<file path="config.mk">
export PLATFORM = sky130hd
export DESIGN_NAME = tt_sel_seq
export DESIGN_NICKNAME = d
export VERILOG_FILES = /design/src/rtl/tt_sel_seq.sv
export SDC_FILE = /design/constraint.sdc
export NUM_CORES = 1
export LEC_CHECK = 0
export BUFFER_PORTS_ARGS = -buffer_cell sky130_fd_sc_hd__buf_2
export CAP_MARGIN = 20
export CELL_PAD_IN_SITES_DETAIL_PLACEMENT = 2
export CELL_PAD_IN_SITES_GLOBAL_PLACEMENT = 2
export CORE_MARGIN = 8
export CORE_UTILIZATION = 37
export DETAILED_ROUTE_END_ITERATION = 10
export GPL_ROUTABILITY_DRIVEN = 0
export PLACE_DENSITY = 0.81
export SYNTH_ARGS = -nofsm -noshare
export SYNTH_HDL_FRONTEND = slang
export SYNTH_SLANG_ARGS = --single-unit
export TNS_END_PERCENT = 1
</file>
<file path="constraint.sdc">
create_clock -name clk -period 2.8 [get_ports clk]
set_input_delay 0.42 -clock clk [delete_from_list [all_inputs] [get_ports clk]]
set_output_delay 0.42 -clock clk [all_outputs]
set_load 0.02 [all_outputs]
</file>
<file path="src/rtl/tt_sel_seq.sv">
// tt_sel_seq: parametrised design-select sequencer.
// Synchronises the sel_rst_n / sel_inc / ena pads, counts inc edges into a
// {mux, block} address, validates it against the branch map on commit, and
// sequences power-up (pg_ena, then um_ena) and power-down in reverse order.
//
// Ports:
//   clk, rst        - system clock, synchronous active-high reset
//   pad_sel_rst_n   - async pad, low clears counter / forces shutdown
//   pad_sel_inc     - async pad, rising edge increments counter
//   pad_ena         - async pad, rising edge commits, falling edge releases
//   sel_mux/sel_blk - committed branch / block index
//   sel_valid       - committed address valid and powering or powered
//   um_pg_ena       - power-gate enable for the selected block
//   um_ena          - functional enable for the selected block
//   sel_err         - last commit attempt was invalid
//   cnt_ovf         - sticky counter wrap flag
//   busy            - power sequence in progress
module tt_sel_seq #(
  parameter int unsigned      G_X         = 16,
  parameter int unsigned      G_Y         = 24,
  parameter logic [G_Y-1:0]   MUX_MASK    = '0,
  parameter int unsigned      SYNC_STAGES = 2,
  parameter int unsigned      PG_DELAY    = 8,
  localparam int unsigned     AB          = (G_X > 1) ? $clog2(G_X) : 1,
  localparam int unsigned     AM          = (G_Y > 1) ? $clog2(G_Y) : 1,
  localparam int unsigned     AW          = AM + AB
) (
  input  logic          clk,
  input  logic          rst,
  input  logic          pad_sel_rst_n,
  input  logic          pad_sel_inc,
  input  logic          pad_ena,
  output logic [AM-1:0] sel_mux,
  output logic [AB-1:0] sel_blk,
  output logic          sel_valid,
  output logic          um_pg_ena,
  output logic          um_ena,
  output logic          sel_err,
  output logic          cnt_ovf,
  output logic          busy
);

  localparam int unsigned     DW       = $clog2(PG_DELAY) + 1;
  localparam logic [DW-1:0]   DLY_LOAD = DW'(PG_DELAY - 1);

  typedef enum logic [2:0] {IDLE, COUNT, PG_UP, ACTIVE, PG_DOWN} state_t;

  logic [SYNC_STAGES-1:0] rst_n_sync, inc_sync, ena_sync;
  logic                   inc_hist, ena_hist;
  logic                   rst_n_s, inc_rise, ena_rise, ena_fall;

  state_t        state_q, state_d;
  logic [AW-1:0] cnt_q, cnt_d;
  logic [DW-1:0] dly_q, dly_d;
  logic [AM-1:0] mux_q, mux_d;
  logic [AB-1:0] blk_q, blk_d;
  logic          err_q, err_d, ovf_q, ovf_d;
  logic          pend_q, pend_d;
  logic          clear;
  logic          dly_done;

  // sel_rst_n is only used as a level, so it needs no history flop.
  always_ff @(posedge clk) begin
    if (rst) begin
      rst_n_sync <= '0;
      inc_sync   <= '0;
      ena_sync   <= '0;
      inc_hist   <= 1'b0;
      ena_hist   <= 1'b0;
    end else begin
      rst_n_sync <= {rst_n_sync[SYNC_STAGES-2:0], pad_sel_rst_n};
      inc_sync   <= {inc_sync[SYNC_STAGES-2:0], pad_sel_inc};
      ena_sync   <= {ena_sync[SYNC_STAGES-2:0], pad_ena};
      inc_hist   <= inc_sync[SYNC_STAGES-1];
      ena_hist   <= ena_sync[SYNC_STAGES-1];
    end
  end

  assign rst_n_s  = rst_n_sync[SYNC_STAGES-1];
  assign inc_rise = inc_sync[SYNC_STAGES-1] & ~inc_hist;
  assign ena_rise = ena_sync[SYNC_STAGES-1] & ~ena_hist;
  assign ena_fall = ~ena_sync[SYNC_STAGES-1] & ena_hist;
  assign dly_done = (dly_q == '0);

  function automatic logic addr_valid(input logic [AW-1:0] a);
    logic [AM-1:0] m;
    logic [AB-1:0] b;
    m = a[AW-1:AB];
    b = a[AB-1:0];
    addr_valid = 1'b0;
    for (int unsigned i = 0; i < G_Y; i++) begin
      if (32'(m) == i && !MUX_MASK[i]) addr_valid = 1'b1;
    end
    if (32'(b) >= G_X) addr_valid = 1'b0;
  endfunction

  always_comb begin
    state_d = state_q;
    cnt_d   = cnt_q;
    dly_d   = dly_q;
    mux_d   = mux_q;
    blk_d   = blk_q;
    err_d   = err_q;
    ovf_d   = ovf_q;
    pend_d  = pend_q;
    clear   = 1'b0;
    unique case (state_q)
      IDLE: begin
        clear   = 1'b1;
        state_d = rst_n_s ? COUNT : IDLE;
      end
      COUNT: begin
        if (!rst_n_s) begin
          clear   = 1'b1;
          state_d = IDLE;
        end else if (ena_rise) begin
          // A same-cycle inc edge is dropped: the commit sees the old count.
          if (addr_valid(cnt_q)) begin
            mux_d   = cnt_q[AW-1:AB];
            blk_d   = cnt_q[AB-1:0];
            err_d   = 1'b0;
            dly_d   = DLY_LOAD;
            state_d = PG_UP;
          end else begin
            err_d = 1'b1;
          end
        end else if (inc_rise) begin
          cnt_d = cnt_q + AW'(1);
          if (&cnt_q) ovf_d = 1'b1;
        end
      end
      PG_UP, ACTIVE: begin
        if (!rst_n_s || ena_fall) begin
          pend_d  = pend_q | ~rst_n_s;
          dly_d   = DLY_LOAD;
          state_d = PG_DOWN;
        end else if (state_q == PG_UP) begin
          if (dly_done) state_d = ACTIVE;
          else          dly_d   = dly_q - DW'(1);
        end
      end
      PG_DOWN: begin
        if (!rst_n_s) pend_d = 1'b1;
        if (dly_done) begin
          if (pend_q || !rst_n_s) begin
            clear   = 1'b1;
            state_d = IDLE;
          end else begin
            state_d = COUNT;
          end
        end else begin
          dly_d = dly_q - DW'(1);
        end
      end
      default: state_d = IDLE;
    endcase
    if (clear) begin
      cnt_d  = '0;
      mux_d  = '0;
      blk_d  = '0;
      err_d  = 1'b0;
      ovf_d  = 1'b0;
      pend_d = 1'b0;
    end
  end

  always_ff @(posedge clk) begin
    if (rst) begin
      state_q <= IDLE;
      cnt_q   <= '0;
      dly_q   <= '0;
      mux_q   <= '0;
      blk_q   <= '0;
      err_q   <= 1'b0;
      ovf_q   <= 1'b0;
      pend_q  <= 1'b0;
    end else begin
      state_q <= state_d;
      cnt_q   <= cnt_d;
      dly_q   <= dly_d;
      mux_q   <= mux_d;
      blk_q   <= blk_d;
      err_q   <= err_d;
      ovf_q   <= ovf_d;
      pend_q  <= pend_d;
    end
  end

  // Enables decode straight from the registered state, so um_ena can only
  // be high while pg_ena and sel_valid are high.
  assign um_pg_ena = (state_q == PG_UP) || (state_q == ACTIVE) || (state_q == PG_DOWN);
  assign sel_valid = um_pg_ena;
  assign um_ena    = (state_q == ACTIVE);
  assign busy      = (state_q == PG_UP) || (state_q == PG_DOWN);
  assign sel_mux   = mux_q;
  assign sel_blk   = blk_q;
  assign sel_err   = err_q;
  assign cnt_ovf   = ovf_q;

endmodule

</file>
After elaboration in Yosys (flattened, before gate mapping)
Index checks and enable logic that the tools add are counted.
- add/sub/neg operators: 2
- equality and inequality tests: 37
- mux-type cells: 52
- bitwise operators: 9
- reductions and logical operators: 20
- operators by type and width (operator ; number):
    $eq 5x4->1 const B ; 8
    $eq 5x5->1 const B ; 8
    $mux 1 ; 35
    $mux 4 ; 6
    $mux 3 ; 7
    $eq 5x3->1 const B ; 4
    $reduce_and 13->1 ; 1
    $ne 2x2->1 const B ; 6
    $ne 3x3->1 const B ; 4
    $pmux 3 s4 ; 1
    $pmux 4 s3 ; 1
    $eq 5x2->1 const B ; 2
    $reduce_and 5->1 ; 2
    $add 9x1->9 const B ; 1
    $reduce_and 4->1 ; 2
    $eq 3x2->1 const B ; 2
    $reduce_and 3->1 ; 2
    $eq 5x1->1 const B ; 1
    $logic_not 5->1 ; 1
    $logic_or 1x1->1 ; 5
    $not 1->1 ; 5
    $logic_not 4->1 ; 1
    $reduce_or 2->1 ; 2
    $sub 4x1->4 const B ; 1
    10 further kinds ; 12
- register bits after elaboration: 36
- input bits: 5
- output and inout port bits: 15
- word-level logic and storage cells: 133

Logic depth before layout (Yosys ltp)
Gate-level depths: netlist of the first run.
- word-level depth: 32
- depth in mapped cells: 7

Worst setup path after synthesis of the first run
OpenSTA, ideal clock, no wires.
- kind: register to register
- from: reg dly_q[0]
- to: reg err_q (netlist: sel_err)
- library setup time: 130 ps
- arrival time: 1732 ps
- data required time: 2670 ps
- slack: 938 ps
- stages on the path, launching flop included: 8
- period minus slack after synthesis: 1862 ps
- cell sequence: dfxtp_1 inv_1 ha_1 or3b_2 o31ai_1 a21o_1 clkbuf_1 nor3_1
- longest elaborated chain between the ends: 4
- RTL lines (what ; line ; source):
    start, declared ; 54 ; logic [DW-1:0] dly_q, dly_d;
    start signal, assigned ; 180 ; dly_q <= dly_d;
    $logic_not 4->1 ; 83 ; assign dly_done = (dly_q == '0);
    $mux 1 ; 144 ; if (dly_done) begin
    $pmux 1 s3 ; 107 ; unique case (state_q)
    $reduce_or 2->1 (no source line) ; - ;
    end signal, assigned ; 183 ; err_q <= err_d;
    end, declared ; 57 ; logic err_q, err_d, ovf_q, ovf_d;
No other way between the ends.
A chain may end at the register's enable or synchronous reset.

Worst setup path after layout of the first run
- from: reg dly_q[1]
- to: reg blk_q[0] (netlist: sel_blk[0])
- longest elaborated chain between the ends: 4
- RTL lines (what ; line ; source):
    $logic_not 4->1 ; 83 ;
    $mux 1 ; 144 ;
    $pmux 1 s3 ; 107 ;
    $reduce_or 2->1 (no source line) ; - ;
    end signal, assigned ; 182 ; blk_q <= blk_d;
    end, declared ; 56 ; logic [AB-1:0] blk_q, blk_d;
No other way between the ends.

==> parameters.txt, run 1 <==
Parameter                              Value

Outcome
  Run status    complete, no violations

Logic synthesis
  Most frequent cell after synthesis    dfxtp_1
  Mean cell area of the mapped netlist    roughly 8.7 µm²
  Unique masters post-synth    43
  FF+latch count, synth    36
  Async SR Flop Fraction    0%
  Proportion of synthesized chip area in sequential cells    44.5%
  Number of enable flip-flop cells after synthesis    0
  Most area-consuming cells after synthesis    dfxtp_1 (45%), nor2b_1 (5.4%), nand2_1 (5.1%), a21oi_1 (4.6%), nor2_1 (2.6%)
  Flip-flop cell with the highest count after synthesis    dfxtp_1
  Gate count of the mapped netlist    186
  Number of warnings printed during yosys synthesis    0
  Post-synthesis cell area    roughly 1600 µm²
  Cell type with the highest aggregate area in the netlist    dfxtp_1
  Synthesized Nets    193
  Proportion of netlist area held by the largest area contributor    between 40% and 50%
  Most numerous cell types in the synthesized netlist    dfxtp_1 (36), nand2_1 (22), a21oi_1 (15), nor2b_1 (14), nor2_1 (11)

Layout
  Layout filler cell count    484
  Area added between synthesis and finish    15.3%
  Area occupied by multi-input gates    around 820 µm²
  Number of antenna diodes    0
  Layout cells sized above 1    17.2%
  Number of standard cells in the layout, taps in and fillers out    255
  FF+latch area    between 700 and 800 µm²
  Net total in the final layout    between 200 and 250

Detailed routing
  Average wire length per cell after detail routing    17.9 µm
  First-iteration detailed-routing DRC count    50
  Detailed-route vias per instance    5.54
  Remaining design rule violation count    0
  Total number of vias    1,413
  Wirelength, routed    4550 µm
  Detailed-router iteration count before antenna repair    2
  Post-route antenna net violation count    0

Setup path
  Worst endpoint required time    approximately 3.0 ns
  Worst setup path start    dly_q[1]
  Worst Setup Path Type    register to register
  Arrival time worst endpoint    2.39 ns
  Critical Path Sink Type    register
  Reg2reg setup slack    0.60 ns
  Crit Path Max Fanout    12
  Timing endpoint of the critical path    sel_blk[0]
  Startpoint class of the critical path    register
  Reg-to-reg critical path startpoint    dly_q[1]
  Depth of the worst register-to-register path    7
  End of the worst register-to-register path    sel_blk[0]

Clocking
  Number of clock buffers inserted by TritonCTS    5
  Post-cts resize count    0
  CTS Hold Buffers Added    0
  Clock sinks    36
  Clock latency on the worst-skew pair    0.30 ns
  Cell at the root of the clock tree    clkbuf_8
  Maximum clock insertion buffer count    2
  Clock transition at path regs    0.07 ns
  Number of post-CTS setup repair buffers    0
  Number of levels in the clock H-tree    2
  Clock tree from TritonCTS    done

Pwr
  PD cells    564 nW/µm²
  Switching Fraction    20.1%
  Leakage power figure    0.000684 µW
  Final Total Pwr    1050 µW
  Relative contribution of the clock network to total power    48.0%
  Share of total power in combinational logic    2.3%
  Internal power    842 µW
  Largest voltage drop on the vdd net    0.000364 V
  Total net switching power    212 µW
  Seq pwr share    49.6%

Placed design
  DP Cell Count    247
  Final HPWL DP    3310 µm
  Port Buffers    19

Run
  Max Cap Viol    0

Global route
  Largest net degree at the start of global routing    21
  Wire length of the first global-routing pass    7650 µm
  Number of global-route vias before repair    1,517
  Overall track demand over capacity in global routing    15.3%
  Antenna violations before repair    0
  Total global routing overflow    0

Floorplanning
  Die Wd    82.2 µm
  Die Footprint    6750 µm²
  Area of the placeable core    approximately 4300 µm²
  Starting density of the core    37.7%
  Site row count    24
  Die span in y    82.2 µm
  Top-level I/O count    20

Timing
  Pins over their slew limit    0
  Final Hold Vio Count    0
  Max Clock Skew    between 0.003 and 0.004 ns
  Max-slew headroom    56.7%
  Final min period    2.20 ns
  Highest clock rate    455 MHz
  Period utilization    78.5%
  Slew at the pin closest to its max-slew limit    0.649 ns
  # setup viols final    0
  Setup TNS    0 ns
  Setup repair after global routing missed its margin    no

Hold path
  HP Start    pad_sel_inc
  Worst hold path class    primary input to register
cell families after synthesis:
family	after synthesis	share of synthesized area (%)
flops	36	44.5
compound gates	44	18.5
simple gates	79	26.7
buf+inv	18	4.71
mux	2	1.31
fa+ha+maj	2	1.55
xor+xnor	5	2.70
registers in the layout, indices dropped and copies added (netlist names):
signal,count
ena_sync,2
sel_err,1
inc_hist,1
dly_q,4
rst_n_sync,2
pend_q,1
inc_sync,2
ena_hist,1
sel_blk,4
state_q,3
cnt_ovf,1
cnt_q,9
sel_mux,5
stage by stage:
step | setup slack, ns | utilization, % | cell area, µm² | hold WS (ns)
2_1_floorplan | 0.938 | - | 1620 | 0.414
3_3_place_gp | 0.709 | 40.5 | 1740 | 0.420
3_5_place_dp | 0.613 | 40.5 | 1740 | 0.439
4_1_cts | 0.580 | 43.5 | 1870 | 0.318
5_1_grt | 0.438 | 43.5 | 1870 | 0.326
6_report | 0.602 | 43.5 | 1870 | 0.322
worst min-delay path by stage:
stage | to | depth (start not counted)
after floorplan | ena_sync[1] | 1
after global placement | ena_sync[1] | 1
after detailed placement | ena_sync[1] | 1
after CTS | inc_sync[0] | 2
after global routing | inc_sync[0] | 2
final | inc_sync[0] | 2
layer usage:
| metal | wire (µm) | GRT usage, % | vias up |
|---|---|---|---|
| met1 | 2060 | 17.3 | 700 |
| met5 | 0 | 0 | - |
| met2 | 2200 | 25.3 | 19 |
| met4 | 68 | 6.32 | 0 |
| li1 | - | - | 687 |
| met3 | 224 | 5.74 | 7 |
cell usage in the layout (no fill, tap or decap), types with 2 or more instances in the layout:
| cell | n |
|---|---|
| dfxtp_1 | 36 |
| clkbuf_8 | 7 |
| nor2b_1 | 14 |
| o221ai_1 | 2 |
| nand3_1 | 8 |
| a32o_1 | 2 |
| a31oi_1 | 2 |
| nand2_1 | 22 |
| or4_1 | 3 |
| xnor2_1 | 4 |
| buf_4 | 2 |
| and2_1 | 2 |
| inv_1 | 6 |
| o21ai_0 | 3 |
| or3_1 | 3 |
| a21oi_1 | 15 |
| nor4_1 | 3 |
| ha_1 | 2 |
| nor3_1 | 3 |
| o31ai_1 | 3 |
| nor2_1 | 11 |
| a21o_1 | 4 |
| o22ai_1 | 3 |
| a221oi_1 | 2 |
| buf_2 | 19 |
| nand2b_1 | 4 |
layout make-up:
type | count | area share, %
clock buffer | 7 | 5.16
clock inverter | 1 | 1.61
inverter | 6 | 1.21
multi-input combinational | 132 | 44.0
sequential | 36 | 38.6
tap | 52 | 3.49
timing repair buffer | 21 | 5.90
power by group through the flow:
stage / combinational (µW) / sequential (µW) / clock [µW]
floorplan: 20.3 / 531 / 0
global placement: 22.9 / 534 / 0
detailed placement: 25.0 / 534 / 0
CTS: 25.3 / 523 / 519
global route: 27.6 / 523 / 545
finish: 24.5 / 523 / 506
critical path, stage by stage (launching register included):
cell	delay, ns
dfxtp_1	0.33
inv_1	0.10
ha_1	0.19
or3b_2	0.52
o31ai_1	0.25
a21o_1	0.39
buf_4	0.25
a21oi_1	0.06
No activity file was read; power rests on OpenSTA's default activity.
==> inputs of run 2 (changes only) <==
CORE_UTILIZATION = 34   (was 37)
PLACE_DENSITY = 0.75   (was 0.81)
clock period = 2.25 ns   (was 2.8 ns; I/O delays follow)
==> run 2 against run 1 <==
Via count fell by 0.14%. Final cell count rose by 2.4%. Clock power rose by 13%. Register-to-register slack got worse by 0.35 ns. Sequential power rose by 24%. Power rose by 19%. Hold slack got worse by 0.047 ns. Largest power group unchanged. Global-route usage fell by 2.5 points. Critical path type unchanged. Routed wire length fell by 3.6%.
==> parameters.txt, run 2 (synthesis results as in run 1) <==
Parameter                              Value

Detailed routing
  Wirelength, routed    approximately 4400 µm
  Detailed-route vias per instance    approximately 5.4
  Average wire length per cell after detail routing    16.8 µm
  Remaining design rule violation count    0
  First-iteration detailed-routing DRC count    between 60 and 70
  Post-route antenna net violation count    0
  Total number of vias    1,411
  Detailed-router iteration count before antenna repair    4

Layout
  Layout filler cell count    526
  Number of antenna diodes    0
  Area added between synthesis and finish    16.4%
  Final standard cell utilization of the core    40.4%
  Net total in the final layout    213
  Most common library cell in the layout ignoring fill and taps    dfxtp_1
  Top library cells by usage in the layout, fill and taps aside    dfxtp_1 (36), nand2_1 (22), buf_2 (19), a21oi_1 (15), nor2b_1 (14)
  Largest Register    cnt_q
  Layout cells sized above 1    18.8%
  Max FFs per register    9

Timing
  Pins over their slew limit    0
  Setup slack after layout    0.257 ns
  Worst Hold Margin    roughly 0.28 ns
  Max-slew headroom    74.0%
  Final Hold Vio Count    0
  # setup viols final    0
  Setup TNS    0 ns
  Max Clock Skew    0.00758 ns
  Period utilization    88.6%
  Slew at the pin closest to its max-slew limit    0.390 ns
  Setup repair after global routing missed its margin    no
  Highest clock rate    502 MHz
  Final min period    1.99 ns

Pwr
  Leakage power figure    roughly 0.00069 µW
  Largest voltage drop on the vdd net    0.000322 V
  PD cells    665 nW/µm²

Global route
  Overall track demand over capacity in global routing    between 10% and 20%
  Wire length of the first global-routing pass    7470 µm
  Number of global-route vias before repair    1,547
  Total global routing overflow    0
  Largest net degree at the start of global routing    21
  Antenna violations before repair    0

Setup path
  Top Family by Delay on Critical Path    compound AO/OA/AOI/OAI gates
  CP peak stage delay    between 0.5 and 0.6 ns
  Cells along the critical path    inv_1 -> ha_1 -> or3b_2 -> o31ai_1 -> a21o_1 -> buf_4 -> a21oi_1
  Crit Path Max Fanout    12
  Worst Setup Path Type    register to register
  Startpoint class of the critical path    register
  Critical Path Sink Type    register
  Total buffers and inverters traversed by the critical path    2
  Arrival time worst endpoint    2.16 ns
  Crit-path slowest cell    or3b_2
  Worst endpoint required time    between 2 and 2.5 ns

Placed design
  Final HPWL DP    3350 µm
  Post-Place Worst Slack    around 0.25 ns
  Port Buffers    19

Floorplanning
  Site row count    25
  Die Footprint    7230 µm²
  Die span in y    about 85 µm
  Die Wd    85.0 µm
  Area of the placeable core    about 4700 µm²
  Top-level I/O count    20
  Starting density of the core    between 30% and 40%

Clocking
  Clock tree from TritonCTS    done
  Number of levels in the clock H-tree    2
  Cell at the root of the clock tree    clkbuf_8
  Post-cts resize count    0
  CTS Hold Buffers Added    0
  Number of clock buffers inserted by TritonCTS    5
  Number of post-CTS setup repair buffers    0
  Clock latency on the worst-skew pair    slightly below 0.3 ns
  Clock transition at path regs    0.08 ns
  Clock sinks    36
  Maximum clock insertion buffer count    2

Hold path
  Worst hold path class    primary input to register

Outcome
  Run status    complete, no violations

Run
  Max Cap Viol    0
-- run 2: layout make-up --
type                    count  area [µm²]  area share, %
clock buffers               5        68.8           3.65
clock inverters             3        42.5           2.26
well taps                  54        67.6           3.59
flip-flops and latches     36         721           38.2
multi-input cells         132         822           43.6
repair buffers             25         140           7.44
inverters                   6        22.5           1.20
-- run 2: metrics by stage --
stage	cells	power [µW]	area [µm²]
6_report	261	1250	1880
5_1_grt	261	1300	1880
4_1_cts	261	1270	1880
3_5_place_dp	253	698	1770
3_3_place_gp	253	695	1770
2_1_floorplan	186	686	1620
-- run 2: path summary, 6_finish.rpt --
path,start,to,slack [ns],cells after the start
min reg2reg,rst_n_sync[0],rst_n_sync[1],0.44,1
min,pad_sel_rst_n,rst_n_sync[0],0.28,2
max reg2reg,dly_q[0],cnt_q[5],0.26,7
max,dly_q[0],cnt_q[5],0.26,7
-- run 2: where the power goes --
part,internal [µW],total [µW],switching [µW]
logic,14.4,34.4,20.0
clock network,328,571,243
registers,644,648,4.34
-- run 2: metal layers --
metal	share of wire (%)	GRT usage, %	vias up	routed length [µm]
li1	-	-	690	-
met1	46	15.6	690	2010
met2	49	20.5	22	2130
met3	3.9	3.86	9	171
met4	1.6	4.85	0	72
met5	0	0	-	0
-- run 2: worst reg2reg max path, cell delays in order, from the launching register on --
cell	delay, ns
dfxtp_1	0.34
inv_1	0.07
ha_1	0.19
or3b_2	0.52
o31ai_1	0.26
a21o_1	0.23
buf_4	0.22
a21oi_1	0.06
==> inputs of run 3 (changes only) <==
CORE_UTILIZATION = 25   (was 34)
PLACE_DENSITY = 0.58   (was 0.75)
==> run 3 against run 2 <==
Combinational power hardly changed. Global-route usage fell by 2.6 points. Hold slack got worse by 0.010 ns. Power fell by 10%. Critical path depth fell by 3. Non-clock buffer count fell by 1. Flip-flop and latch count did not move.
==> parameters.txt, run 3 (synthesis results as in run 1) <==
Parameter                              Value

Layout
  Number of antenna diodes    0
  Layout cells sized above 1    ~18%
  Max FFs per register    9
  Top library cells by usage in the layout, fill and taps aside    dfxtp_1 (36), nand2_1 (22), buf_2 (19), a21oi_1 (15), nor2b_1 (14)
  Largest Register    cnt_q
  Post-route cell area    around 1900 µm²
  Net total in the final layout    212
  Most common library cell in the layout ignoring fill and taps    dfxtp_1
  Area added between synthesis and finish    16.4%

Global route
  Grt met1 use    about 12%
  Wire length of the first global-routing pass    between 7000 and 8000 µm
  GRT busiest layer    met2
  Met3 capacity usage during global routing    2.86%
  Largest net degree at the start of global routing    21
  Total global routing overflow    0
  Routing usage on met2    16.7%
  Overall track demand over capacity in global routing    between 10% and 20%
  Number of global-route vias before repair    1,495
  Antenna violations before repair    0

Detailed routing
  First-iteration detailed-routing DRC count    51
  Detailed-route vias per instance    4.95
  Detailed-router iteration count before antenna repair    4
  Wirelength, routed    4380 µm
  Remaining design rule violation count    0
  Total number of vias    1,396
  Post-route antenna net violation count    0
  Average wire length per cell after detail routing    15.5 µm

Clocking
  Clock latency on the worst-skew pair    0.29 ns
  Post-cts resize count    0
  Clock sinks    36
  Number of post-CTS setup repair buffers    0
  Clock tree from TritonCTS    done
  Clock transition at path regs    approximately 0.070 ns
  Number of levels in the clock H-tree    2
  Maximum clock insertion buffer count    2
  Number of clock buffers inserted by TritonCTS    5
  CTS Hold Buffers Added    0
  Cell at the root of the clock tree    clkbuf_8

Setup path
  Crit Path Max Fanout    8
  CP peak stage delay    around 0.38 ns
  Cells along the critical path    buf_4 -> nor2_1 -> a21o_1 -> buf_2
  Critical Path Sink Type    output port
  Crit-path slowest cell    a21o_1
  Worst endpoint required time    1.91 ns
  Worst Setup Path Type    register to output port
  Startpoint class of the critical path    register
  Arrival time worst endpoint    about 1.8 ns

Floorplanning
  Starting density of the core    25.6%
  Top-level I/O count    20
  Site row count    29
  Area of the placeable core    6310 µm²
  Die Wd    roughly 96 µm
  Die span in y    between 90 and 100 µm
  Die Footprint    9310 µm²

Timing
  Period utilization    93.1%
  Setup repair after global routing missed its margin    no
  Final Hold Vio Count    0
  Max-slew headroom    70.9%
  Final min period    roughly 2.1 ns
  # setup viols final    0
  Pins over their slew limit    0
  Setup TNS    0 ns
  Highest clock rate    477 MHz
  Max Clock Skew    around 0.0069 ns
  Slew at the pin closest to its max-slew limit    around 0.44 ns

Hold path
  Worst hold path class    primary input to register

Pwr
  PD cells    598 nW/µm²
  Largest voltage drop on the vdd net    roughly 0.00019 V
  Leakage power figure    around 0.0007 µW

Placed design
  Port Buffers    19
  Placement Cell Area    1810 µm²
  Final HPWL DP    roughly 3200 µm

Outcome
  Run status    complete, no violations

Run
  Max Cap Viol    0
==> run 3: critical path, delay by kind of cell, from the launching register on <==
| family | cells | cell delay (ns) |
|---|---|---|
| DFF | 1 | 0.35 |
| and+or+nand+nor | 1 | 0.34 |
| AOI/OAI and AO/OA | 1 | 0.38 |
| buffers and inverters | 2 | 0.40 |
==> run 3: area by class of cell <==
type,instances,area [µm²]
Clock buffer,6,72.6
Fill cell,756,4430
Sequential cell,36,721
Multi-Input combinational cell,132,822
Clock inverter,1,5.00
Tap cell,77,96.3
Inverter,6,22.5
Timing Repair Buffer,24,145
==> run 3: worst paths after layout <==
path	from	to	slack, ns	cells past startpoint
max	state_q[0]	um_pg_ena	0.16	4
min	pad_ena	ena_sync[0]	0.27	2
max reg2reg	dly_q[0]	cnt_q[1]	0.22	7
min reg2reg	inc_sync[0]	inc_sync[1]	0.45	1
==> run 3: stage by stage <==
| stage | cells | util, % | worst slack, ns | hold WS (ns) | power (µW) |
|---|---|---|---|---|---|
| after detailed placement | 275 | 28.6 | 0.220 | 0.440 | 698 |
| final | 282 | 29.8 | 0.155 | 0.265 | 1130 |
| after CTS | 282 | 29.8 | 0.149 | 0.257 | 1150 |
| after global routing | 282 | 29.8 | 0.0601 | 0.256 | 1170 |
| after global placement | 275 | 28.6 | 0.262 | 0.418 | 697 |
| after floorplan | 186 | - | 0.388 | 0.414 | 686 |
==> run 3: per-layer routing <==
layer	up-vias	part of all wire (%)
met4	0	1.8
met3	6	4.2
met2	18	45
li1	693	-
met5	-	0
met1	679	49
==> run 3: power breakdown <==
part	total (µW)	internal [µW]	switching, µW
logic	34.6	15.0	19.6
registers	648	644	4.56
clock network	444	211	233
total	1130	869	257
